File: config.mk
export PLATFORM = sky130hd
export DESIGN_NAME = datapath_ctrl
export DESIGN_NICKNAME = d
export VERILOG_FILES = /design/src/rtl/datapath_ctrl_pkg.sv /design/src/rtl/datapath_ctrl_decode.sv /design/src/rtl/datapath_ctrl.sv
export SDC_FILE = /design/constraint.sdc
export NUM_CORES = 1
export LEC_CHECK = 0
export ABC_AREA = 1
export CORE_AREA = 2 2 47 93
export CTS_CLUSTER_SIZE = 10
export DETAILED_ROUTE_END_ITERATION = 10
export DIE_AREA = 0 0 49 95
export GPL_TIMING_DRIVEN = 1
export MAX_ROUTING_LAYER = met4
export PLACE_DENSITY = 0.8
export SETUP_SLACK_MARGIN = 0.15
export SLEW_MARGIN = 15
export SYNTH_ARGS = -nofsm -noshare
export SYNTH_HDL_FRONTEND = slang
export SYNTH_SLANG_ARGS = --single-unit
File: constraint.sdc
create_clock -name clk -period 2.4 [get_ports clk]
set_input_delay 0.24 -clock clk [delete_from_list [all_inputs] [get_ports clk]]
set_output_delay 0.24 -clock clk [all_outputs]
set_load 0.05 [all_outputs]
File: src/rtl/datapath_ctrl_pkg.sv
// Shared definitions for the datapath control sequencer:
// opcodes, ALU codes, instruction fields, FSM states, decode bundle.
package datapath_ctrl_pkg;

  localparam logic [3:0] OP_NOP   = 4'd0;
  localparam logic [3:0] OP_ADD   = 4'd1;
  localparam logic [3:0] OP_SUB   = 4'd2;
  localparam logic [3:0] OP_AND   = 4'd3;
  localparam logic [3:0] OP_OR    = 4'd4;
  localparam logic [3:0] OP_XOR   = 4'd5;
  localparam logic [3:0] OP_MOV   = 4'd6;
  localparam logic [3:0] OP_LOAD  = 4'd7;
  localparam logic [3:0] OP_STORE = 4'd8;

  localparam logic [1:0] ALU_AND = 2'd0;
  localparam logic [1:0] ALU_OR  = 2'd1;
  localparam logic [1:0] ALU_XOR = 2'd2;
  localparam logic [1:0] ALU_ADD = 2'd3;

  localparam int OP_LSB = 6;
  localparam int RD_LSB = 4;
  localparam int RA_LSB = 2;
  localparam int RB_LSB = 0;

  typedef enum logic [3:0] {
    S_IDLE,
    S_A_SET,
    S_A_STB,
    S_A_HLD,
    S_D_SET,
    S_D_STB,
    S_M_STB,
    S_M_HLD,
    S_W_SET,
    S_W_STB,
    S_W_HLD,
    S_NOP
  } state_e;

  typedef enum logic [2:0] {
    C_ALU,
    C_LOAD,
    C_STORE,
    C_NOP,
    C_ILL
  } op_class_e;

  typedef struct packed {
    op_class_e  cls;
    logic [1:0] func;
    logic       comp_b;
    logic       ci;
    logic [1:0] a_sel;
    logic [1:0] b_sel;
    logic       sets_flags;
  } dec_t;

  function automatic logic [3:0] f_op(input logic [9:0] i);
    return i[OP_LSB +: 4];
  endfunction

  function automatic logic [1:0] f_rd(input logic [9:0] i);
    return i[RD_LSB +: 2];
  endfunction

  function automatic logic [1:0] f_ra(input logic [9:0] i);
    return i[RA_LSB +: 2];
  endfunction

  function automatic logic [1:0] f_rb(input logic [9:0] i);
    return i[RB_LSB +: 2];
  endfunction

endpackage

File: src/rtl/datapath_ctrl_decode.sv
// Combinational opcode decoder: instruction class plus the
// ALU select set used while the result is written back.
module ctrl_decode
  import datapath_ctrl_pkg::*;
(
  input  logic [9:0] instr_i,
  output dec_t       dec_o
);

  logic [3:0] op;
  logic [1:0] ra;
  logic [1:0] rb;

  assign op = f_op(instr_i);
  assign ra = f_ra(instr_i);
  assign rb = f_rb(instr_i);

  // Address, MOV and STORE data all pass through the ALU as a|a
  always_comb begin
    dec_o.cls        = C_ILL;
    dec_o.func       = ALU_OR;
    dec_o.comp_b     = 1'b0;
    dec_o.ci         = 1'b0;
    dec_o.a_sel      = ra;
    dec_o.b_sel      = ra;
    dec_o.sets_flags = 1'b0;
    unique case (1'b1)
      (op == OP_NOP): dec_o.cls = C_NOP;
      (op == OP_ADD): begin
        dec_o.cls        = C_ALU;
        dec_o.func       = ALU_ADD;
        dec_o.b_sel      = rb;
        dec_o.sets_flags = 1'b1;
      end
      (op == OP_SUB): begin
        dec_o.cls        = C_ALU;
        dec_o.func       = ALU_ADD;
        dec_o.comp_b     = 1'b1;
        dec_o.ci         = 1'b1;
        dec_o.b_sel      = rb;
        dec_o.sets_flags = 1'b1;
      end
      (op == OP_AND): begin
        dec_o.cls   = C_ALU;
        dec_o.func  = ALU_AND;
        dec_o.b_sel = rb;
      end
      (op == OP_OR): begin
        dec_o.cls   = C_ALU;
        dec_o.func  = ALU_OR;
        dec_o.b_sel = rb;
      end
      (op == OP_XOR): begin
        dec_o.cls   = C_ALU;
        dec_o.func  = ALU_XOR;
        dec_o.b_sel = rb;
      end
      (op == OP_MOV):   dec_o.cls = C_ALU;
      (op == OP_LOAD):  dec_o.cls = C_LOAD;
      (op == OP_STORE): dec_o.cls = C_STORE;
      default: ;
    endcase
  end

endmodule

File: src/rtl/datapath_ctrl.sv
// Instruction sequencer for the 8-bit register/ALU/MAR/MBR datapath:
// expands one instruction into timed strobes and held selects.
module datapath_ctrl
  import datapath_ctrl_pkg::*;
#(
  parameter int unsigned HOLD = 1
) (
  input  logic       clk,
  input  logic       reset,
  input  logic       instr_valid,
  output logic       instr_ready,
  input  logic [9:0] instr,
  output logic       done,
  output logic       err_illegal,
  output logic       flag_so,
  output logic       flag_uo,
  input  logic       alu_so,
  input  logic       alu_uo,
  output logic [1:0] reg_addr_we,
  output logic       reg_we,
  output logic       mar_we,
  output logic       mbr_out_we,
  output logic       mbr_in_we,
  output logic       mem_we,
  output logic       mbr_alu,
  output logic [1:0] alu_func,
  output logic       alu_comp_b,
  output logic       alu_ci,
  output logic [1:0] alu_reg_a,
  output logic [1:0] alu_reg_b
);

  localparam logic [2:0] HOLD_M1 = 3'(HOLD - 1);
  localparam logic       LAST1   = (HOLD_M1 == 3'd0);

  state_e     state_q;
  logic [2:0] cnt_q;
  logic [9:0] instr_q;
  op_class_e  cls_q;
  logic       flg_q;
  logic       done_q;
  logic       err_q;
  logic       so_q;
  logic       uo_q;
  logic       reg_we_q;
  logic       mar_we_q;
  logic       mbo_we_q;
  logic       mbi_we_q;
  logic       mem_we_q;
  logic [1:0] rad_q;
  logic       mbr_alu_q;
  logic [1:0] func_q;
  logic       comp_q;
  logic       ci_q;
  logic [1:0] ra_q;
  logic [1:0] rb_q;

  logic [9:0] dec_in;
  dec_t       dec;

  assign dec_in = (state_q == S_IDLE) ? instr : instr_q;

  ctrl_decode u_dec (
    .instr_i (dec_in),
    .dec_o   (dec)
  );

  // Sequencer: state, hold counter and every registered output
  always_ff @(posedge clk) begin
    if (reset) begin
      state_q   <= S_IDLE;
      cnt_q     <= 3'd0;
      instr_q   <= 10'd0;
      cls_q     <= C_NOP;
      flg_q     <= 1'b0;
      done_q    <= 1'b0;
      err_q     <= 1'b0;
      so_q      <= 1'b0;
      uo_q      <= 1'b0;
      reg_we_q  <= 1'b0;
      mar_we_q  <= 1'b0;
      mbo_we_q  <= 1'b0;
      mbi_we_q  <= 1'b0;
      mem_we_q  <= 1'b0;
      rad_q     <= 2'd0;
      mbr_alu_q <= 1'b0;
      func_q    <= 2'd0;
      comp_q    <= 1'b0;
      ci_q      <= 1'b0;
      ra_q      <= 2'd0;
      rb_q      <= 2'd0;
    end else begin
      done_q   <= 1'b0;
      err_q    <= 1'b0;
      reg_we_q <= 1'b0;
      mar_we_q <= 1'b0;
      mbo_we_q <= 1'b0;
      mbi_we_q <= 1'b0;
      mem_we_q <= 1'b0;
      unique case (state_q)
        S_IDLE: begin
          if (instr_valid) begin
            instr_q <= instr;
            cls_q   <= dec.cls;
            flg_q   <= dec.sets_flags;
            unique case (dec.cls)
              C_ALU: begin
                state_q   <= S_W_SET;
                mbr_alu_q <= 1'b0;
                func_q    <= dec.func;
                comp_q    <= dec.comp_b;
                ci_q      <= dec.ci;
                ra_q      <= dec.a_sel;
                rb_q      <= dec.b_sel;
                rad_q     <= f_rd(instr);
              end
              C_LOAD, C_STORE: begin
                state_q   <= S_A_SET;
                mbr_alu_q <= 1'b0;
                func_q    <= dec.func;
                comp_q    <= dec.comp_b;
                ci_q      <= dec.ci;
                ra_q      <= dec.a_sel;
                rb_q      <= dec.b_sel;
              end
              default: begin
                state_q <= S_NOP;
                done_q  <= 1'b1;
                err_q   <= (dec.cls == C_ILL);
              end
            endcase
          end
        end
        S_A_SET: begin
          state_q  <= S_A_STB;
          mar_we_q <= 1'b1;
        end
        S_A_STB: begin
          state_q <= S_A_HLD;
          cnt_q   <= HOLD_M1;
        end
        S_A_HLD: begin
          if (cnt_q == 3'd0) begin
            state_q <= S_D_SET;
            if (cls_q == C_STORE) begin
              ra_q <= f_rb(instr_q);
              rb_q <= f_rb(instr_q);
            end
          end else begin
            cnt_q <= cnt_q - 3'd1;
          end
        end
        S_D_SET: begin
          state_q <= S_D_STB;
          if (cls_q == C_STORE) mbo_we_q <= 1'b1;
          else                  mbi_we_q <= 1'b1;
        end
        S_D_STB: begin
          if (cls_q == C_STORE) begin
            state_q  <= S_M_STB;
            mem_we_q <= 1'b1;
          end else begin
            state_q   <= S_W_SET;
            mbr_alu_q <= 1'b1;
            rad_q     <= f_rd(instr_q);
          end
        end
        S_M_STB: begin
          state_q <= S_M_HLD;
          cnt_q   <= HOLD_M1;
          done_q  <= LAST1;
        end
        S_W_SET: begin
          state_q  <= S_W_STB;
          reg_we_q <= 1'b1;
        end
        S_W_STB: begin
          state_q <= S_W_HLD;
          cnt_q   <= HOLD_M1;
          done_q  <= LAST1;
          if (flg_q) begin
            so_q <= alu_so;
            uo_q <= alu_uo;
          end
        end
        S_M_HLD, S_W_HLD: begin
          if (cnt_q == 3'd0) begin
            state_q <= S_IDLE;
          end else begin
            cnt_q  <= cnt_q - 3'd1;
            done_q <= (cnt_q == 3'd1);
          end
        end
        S_NOP:   state_q <= S_IDLE;
        default: state_q <= S_IDLE;
      endcase
    end
  end

  assign instr_ready = (state_q == S_IDLE);
  assign done        = done_q;
  assign err_illegal = err_q;
  assign flag_so     = so_q;
  assign flag_uo     = uo_q;
  assign reg_addr_we = rad_q;
  assign reg_we      = reg_we_q;
  assign mar_we      = mar_we_q;
  assign mbr_out_we  = mbo_we_q;
  assign mbr_in_we   = mbi_we_q;
  assign mem_we      = mem_we_q;
  assign mbr_alu     = mbr_alu_q;
  assign alu_func    = func_q;
  assign alu_comp_b  = comp_q;
  assign alu_ci      = ci_q;
  assign alu_reg_a   = ra_q;
  assign alu_reg_b   = rb_q;

endmodule
## Word-level counts from Yosys, hierarchy flattened

Cells that the tools add are included.

- Register bits: 41
- Input port bits: 15
- Logic and storage cells: 122

- Add/subtract/negate cells: 1
- Eq/ne operators: 31
- Mux-type cells: 38
- Bitwise gates (word level): 4
- Reduce and logical (&&, ||, !) cells: 27

Operator list:

| cell | number |
|---|---|
| $pmux 4 s10 | 1 |
| $eq 4x3->1 const B | 8 |
| $mux 2 | 11 |
| $eq 4x2->1 const B | 4 |
| $eq 4x4->1 const B | 4 |
| $mux 4 | 4 |
| $ne 2x2->1 const B | 7 |
| $pmux 2 s2 | 3 |
| $pmux 3 s4 | 1 |
| $reduce_or 2->1 | 6 |
| $reduce_or 6->1 | 2 |
| $mux 1 | 11 |
| $mux 10 | 1 |
| $reduce_or 3->1 | 3 |
| $eq 4x1->1 const B | 2 |
| $logic_not 4->1 | 2 |
| $pmux 4 s2 | 1 |
| $reduce_and 4->1 | 2 |
| $eq 3x1->1 const B | 2 |
| $eq 3x2->1 const B | 2 |
| $logic_not 3->1 | 2 |
| $pmux 2 s3 | 1 |
| $pmux 3 s2 | 1 |
| $reduce_and 2->1 | 3 |
| 11 further kinds | 17 |

## Depth between registers and ports, before layout

Gate-level depths: netlist of run 1.

- Depth after elaboration: 10
- Depth in mapped cells: 12
- Depth with buffers taken out: 12

## Hierarchy

A second synthesis of run 1 with hierarchy kept.

- Cells, all modules: 317
- Area, all modules: 2127.0 µm²

By module, submodules not included:

| module | instances | cells each | area each (µm²) |
|---|---|---|---|
| datapath_ctrl | 1 | 285 | 1951.9 |
| ctrl_decode | 1 | 32 | 175.2 |

## Worst setup path before layout of run 1

OpenSTA, ideal clock, no wires.

- Kind: register -> register
- Start: reg state_q[2]
- End: reg comp_q, in the netlist alu_comp_b
- Library setup time: 0.116 ns
- Arrival time: 1.450 ns
- Data required time: 2.284 ns
- Path slack: 0.835 ns
- Cell stages (with the launch flop): 9
- Clock period less this slack: 1.565 ns
- Cell sequence: dfxtp_1 nor2_4 nand2_4 inv_4 nand2_1 inv_2 nand3_2 a31oi_1 nor2_1

- Cells in the longest elaborated chain, start to end: 8

Ends and longest elaborated chain:

| item | RTL line | text |
|---|---|---|
| from (decl) | datapath_ctrl.sv:36 | `state_e state_q;` |
| from (signal assigned) | datapath_ctrl.sv:71 | `state_q <= S_IDLE;` |
| from (signal assigned) | datapath_ctrl.sv:108 | `state_q <= S_W_SET;` |
| from (signal assigned) | datapath_ctrl.sv:118 | `state_q <= S_A_SET;` |
| $logic_not 4->1 (*) | -- |  |
| named net instr_ready | datapath_ctrl.sv:11 | `output logic instr_ready,` |
| $mux 10 | datapath_ctrl.sv:61 | `assign dec_in = (state_q == S_IDLE) ? instr : instr_q;` |
| $eq 4x3->1, or another cell as far along | datapath_ctrl_decode.sv:58 | `(op == OP_MOV): dec_o.cls = C_ALU;` |
| $reduce_or 6->1 (no source line) | -- |  |
| $pmux 3 s4 | datapath_ctrl_decode.sv:27 | `unique case (1'b1)` |
| $eq 3x1->1, or another cell as far along | datapath_ctrl.sv:106 | `unique case (dec.cls)` |
| $reduce_or 3->1 (no source line) | -- |  |
| $reduce_and 3->1 (no source line) | -- |  |
| to (signal assigned) | datapath_ctrl.sv:111 | `comp_q <= dec.comp_b;` |
| to (signal assigned) | datapath_ctrl.sv:121 | `comp_q <= dec.comp_b;` |
| to (decl) | datapath_ctrl.sv:53 | `logic comp_q;` |

Mark *: on every way through the listed nets, which the timed path passes. The rest lies on a longest branch.
A chain may end at the register's enable or synchronous reset.

## Worst setup path after layout of run 1

- Start: reg state_q[0]
- End: out instr_ready

- Cells in the longest elaborated chain, start to end: 1

Ends and longest elaborated chain:

| item | RTL line | text |
|---|---|---|
| $logic_not 4->1 | datapath_ctrl.sv:200 | `assign instr_ready = (state_q == S_IDLE);` |
| to (decl) | datapath_ctrl.sv:11 |  |

No other way between the ends.

==> run summary, run 1 <==
status - completed
syn_area_per_cell - 6.94 um2
fillcell total - 365
Post-Layout Cell Count - 393
Syn Std Cell Area - 0.00210 mm2
gpl congestion - 0.901
vias after detailed routing - 2,084
vias per cell - 5.30
Num CTS Buffers - 5
Crit Reg-Reg Startpoint - state_q[0]
Critical Path Slowest Stage Cell - dlygate4sd2_1
CP max stage delay - 540 ps
Setup Buffers After CTS - 0
diodes inserted - 0
clk sinks - 40
I/O pin total - 36
Tcrit/Tclk final - 0.866
initial detailed-routing violation count - 51
Clock Power Share - 0.152
dominant cell type by area after synthesis - dfxtp_1
Post-Syn Nets - 321
Setup Total Neg Slack - 0 ps
Routed Antenna Nets - 0
Detailed Place HPWL - 3620 um
Clock Tree Buf Depth - 2
GRT overflow - 0
final setup violation count - 0
chip width - 49 um
hold endpoint - instr_q[2]
CP Cell Sequence - nor2_4 > nand2_4 > inv_4 > dlygate4sd2_1
CORE AREA - 0.00401 mm2
num rows - 33
LEAKAGE - 0.00110 uW
post-synthesis sequential area ratio - 0.381
I/O Buffers - 35
Slew Limit Headroom - 0.624
startpoint types - flip-flop
drt drc - 0
most frequent cells in the layout - nand2_1 (63), dfxtp_1 (40), nor2_1 (36)
Synth top area share - 0.381
min cycle time layout - 2080 ps
final slew viol count - 0
Clock Latency Late Sink - 290 ps
H-tree depth - 2
Critical Path Source - state_q[0]
Hold Crit Depth - 2
CP required - 2160 ps
Synth Register Bits - 40
total power per unit cell area - 1360 mW/mm2
Flop pwr share - 0.264
wire length per cell - 11.8 um
vias in the first global route - 1,853
clock skew - 4.29 ps
Root Buffer - clkbuf_8
CTS tree - yes
RSZ-0062 raised after global routing - false
critical path arrival - 1840 ps
DIE HEIGHT - 95 um
reg2reg setup slack - 580 ps
antenna violations before repair - 0
Fin. Hold Viols - 0
total track usage - 0.224
min-delay src - instr_q[2]
RR Endpoint - reg_addr_we[0]
Util after Layout - 0.649
Worst R2R Path Depth - 10
P&R area growth vs syn - 23.6%
NetSw - 1730 uW
asr flop ratio synth - 0
share of layout cells above drive strength 1 - 0.114
yosys warns - 0
switching part of the total power - 0.489
starting density of the core - 0.525
# Max-Cap Violations - 0
Routed WL - 4660 um
largest net degree at the start of global routing - 25
nets - 358
die area - 0.00466 mm2
most common library cell in the layout ignoring fill and taps - nand2_1
CP Capture Type - output pin
Tot Pwr - 3530 uW
Post-synth top flop - dfxtp_1
DR pass1 iterations - 4
WS Path Type - flip-flop to output pin
Cells after DPL - 385
first-pass GRT wire length - 7900 um
Worst VDD drop - 0.000856 V
Power Internal - 1810 uW
CTS clk-pin slew, worst paths - 80 ps
HP Class - flip-flop to flip-flop
Least-Margin Pin Slew - 563 ps
EDFF count, synth - 0
fmax - 0.481 GHz
top cells by area, synth - dfxtp_1 (38%), nand2_1 (11%), nor2_1 (6.4%)
crit path max fanout - 18
Synth Instances - 303
Yosys cell types - 31
Gate power share - 0.583
[sequential cells by signal (all words and copies together) (netlist names)]
name and cells:
done 1, alu_reg_b 2, reg_addr_we 2, err_illegal 1
state_q 4, flag_so 1, reg_we 1, mbr_in_we 1
alu_func 2, alu_comp_b 1, cls_q 3, flg_q 1
flag_uo 1, mar_we 1, mbr_out_we 1, mbr_alu 1
alu_reg_a 2, mem_we 1, cnt_q 3, instr_q 10
[layout make-up]
type | instances | area (um2) | share of cell area
inverters | 37 | 141 | 0.0544
flip-flops and latches | 40 | 801 | 0.308
well taps | 52 | 65.1 | 0.0250
clock buffers | 6 | 72.6 | 0.0279
repair buffers | 37 | 364 | 0.140
multi-input cells | 219 | 1120 | 0.431
clock inverters | 2 | 35.0 | 0.0135
[stage by stage]
stage,hold slack (ps),worst slack (ps),cell area (um2)
global route,489,242,2600
global placement,438,437,2490
CTS,467,328,2600
detailed placement,455,381,2490
finish,460,323,2600
floorplan,318,835,2100
[power groups by stage]
stage	sequential [uW]	clock, uW	combinational (uW)
after global routing	958	569	2280
after global placement	942	0	2020
after CTS	936	547	2060
after detailed placement	952	0	2060
final	934	539	2060
after floorplan	1180	0	1390
[worst max path at each step]
| stage | slack (ps) | end | cells past startpoint |
|---|---|---|---|
| after floorplan | 830 | alu_comp_b | 8 |
| after global placement | 440 | instr_ready | 4 |
| after detailed placement | 380 | instr_ready | 4 |
| after CTS | 330 | instr_ready | 4 |
| after global routing | 240 | instr_ready | 4 |
| final | 320 | instr_ready | 4 |
[Yosys cell counts, types with 5 or more instances]
master,instances
nor2_1,36
a21oi_1,21
nor3_1,8
nand3_1,23
inv_1,29
nand2_2,12
dfxtp_1,40
nand3b_1,6
inv_2,5
nand2_1,63
o21ai_0,21
[cells by family after synthesis]
family | count (synthesis) | share of synthesized area
DFF | 40 | 0.381
AOI/OAI and AO/OA | 55 | 0.139
adders and majority gates | 3 | 0.0179
and+or+nand+nor | 160 | 0.371
buffers and inverters | 44 | 0.0863
xor gates and xnor gates | 1 | 0.00417
[routing by layer]
| layer | routed length [um] | GRT usage | part of all wire | up-vias |
|---|---|---|---|---|
| met5 | 0 | - | 0 | - |
| met4 | 227 | 0.160 | 0.049 | 0 |
| met3 | 280 | 0.0316 | 0.060 | 21 |
| met2 | 2330 | 0.398 | 0.50 | 85 |
| met1 | 1820 | 0.221 | 0.39 | 928 |
| li1 | - | - | - | 1050 |
[worst max-delay path, delay by kind of cell, from the launching register on]
| family | cells | cell delay (ps) |
|---|---|---|
| flip-flops | 1 | 370 |
| AND/OR/NAND/NOR | 2 | 490 |
| buffers and inverters | 2 | 680 |
[timing repair]
item / in CTS / in global routing
setup endpoints to repair: 1 / 0
hold buffers: 0 / 0
resized for setup: 1 / 0
Power figures use the tool's default switching activity.
==> run 2: changes to the inputs <==
- CTS_CLUSTER_DIAMETER: unset -> 40
==> results of run 2 <==
Same layout as run 1: the final DEF is identical, and so are final timing and power.
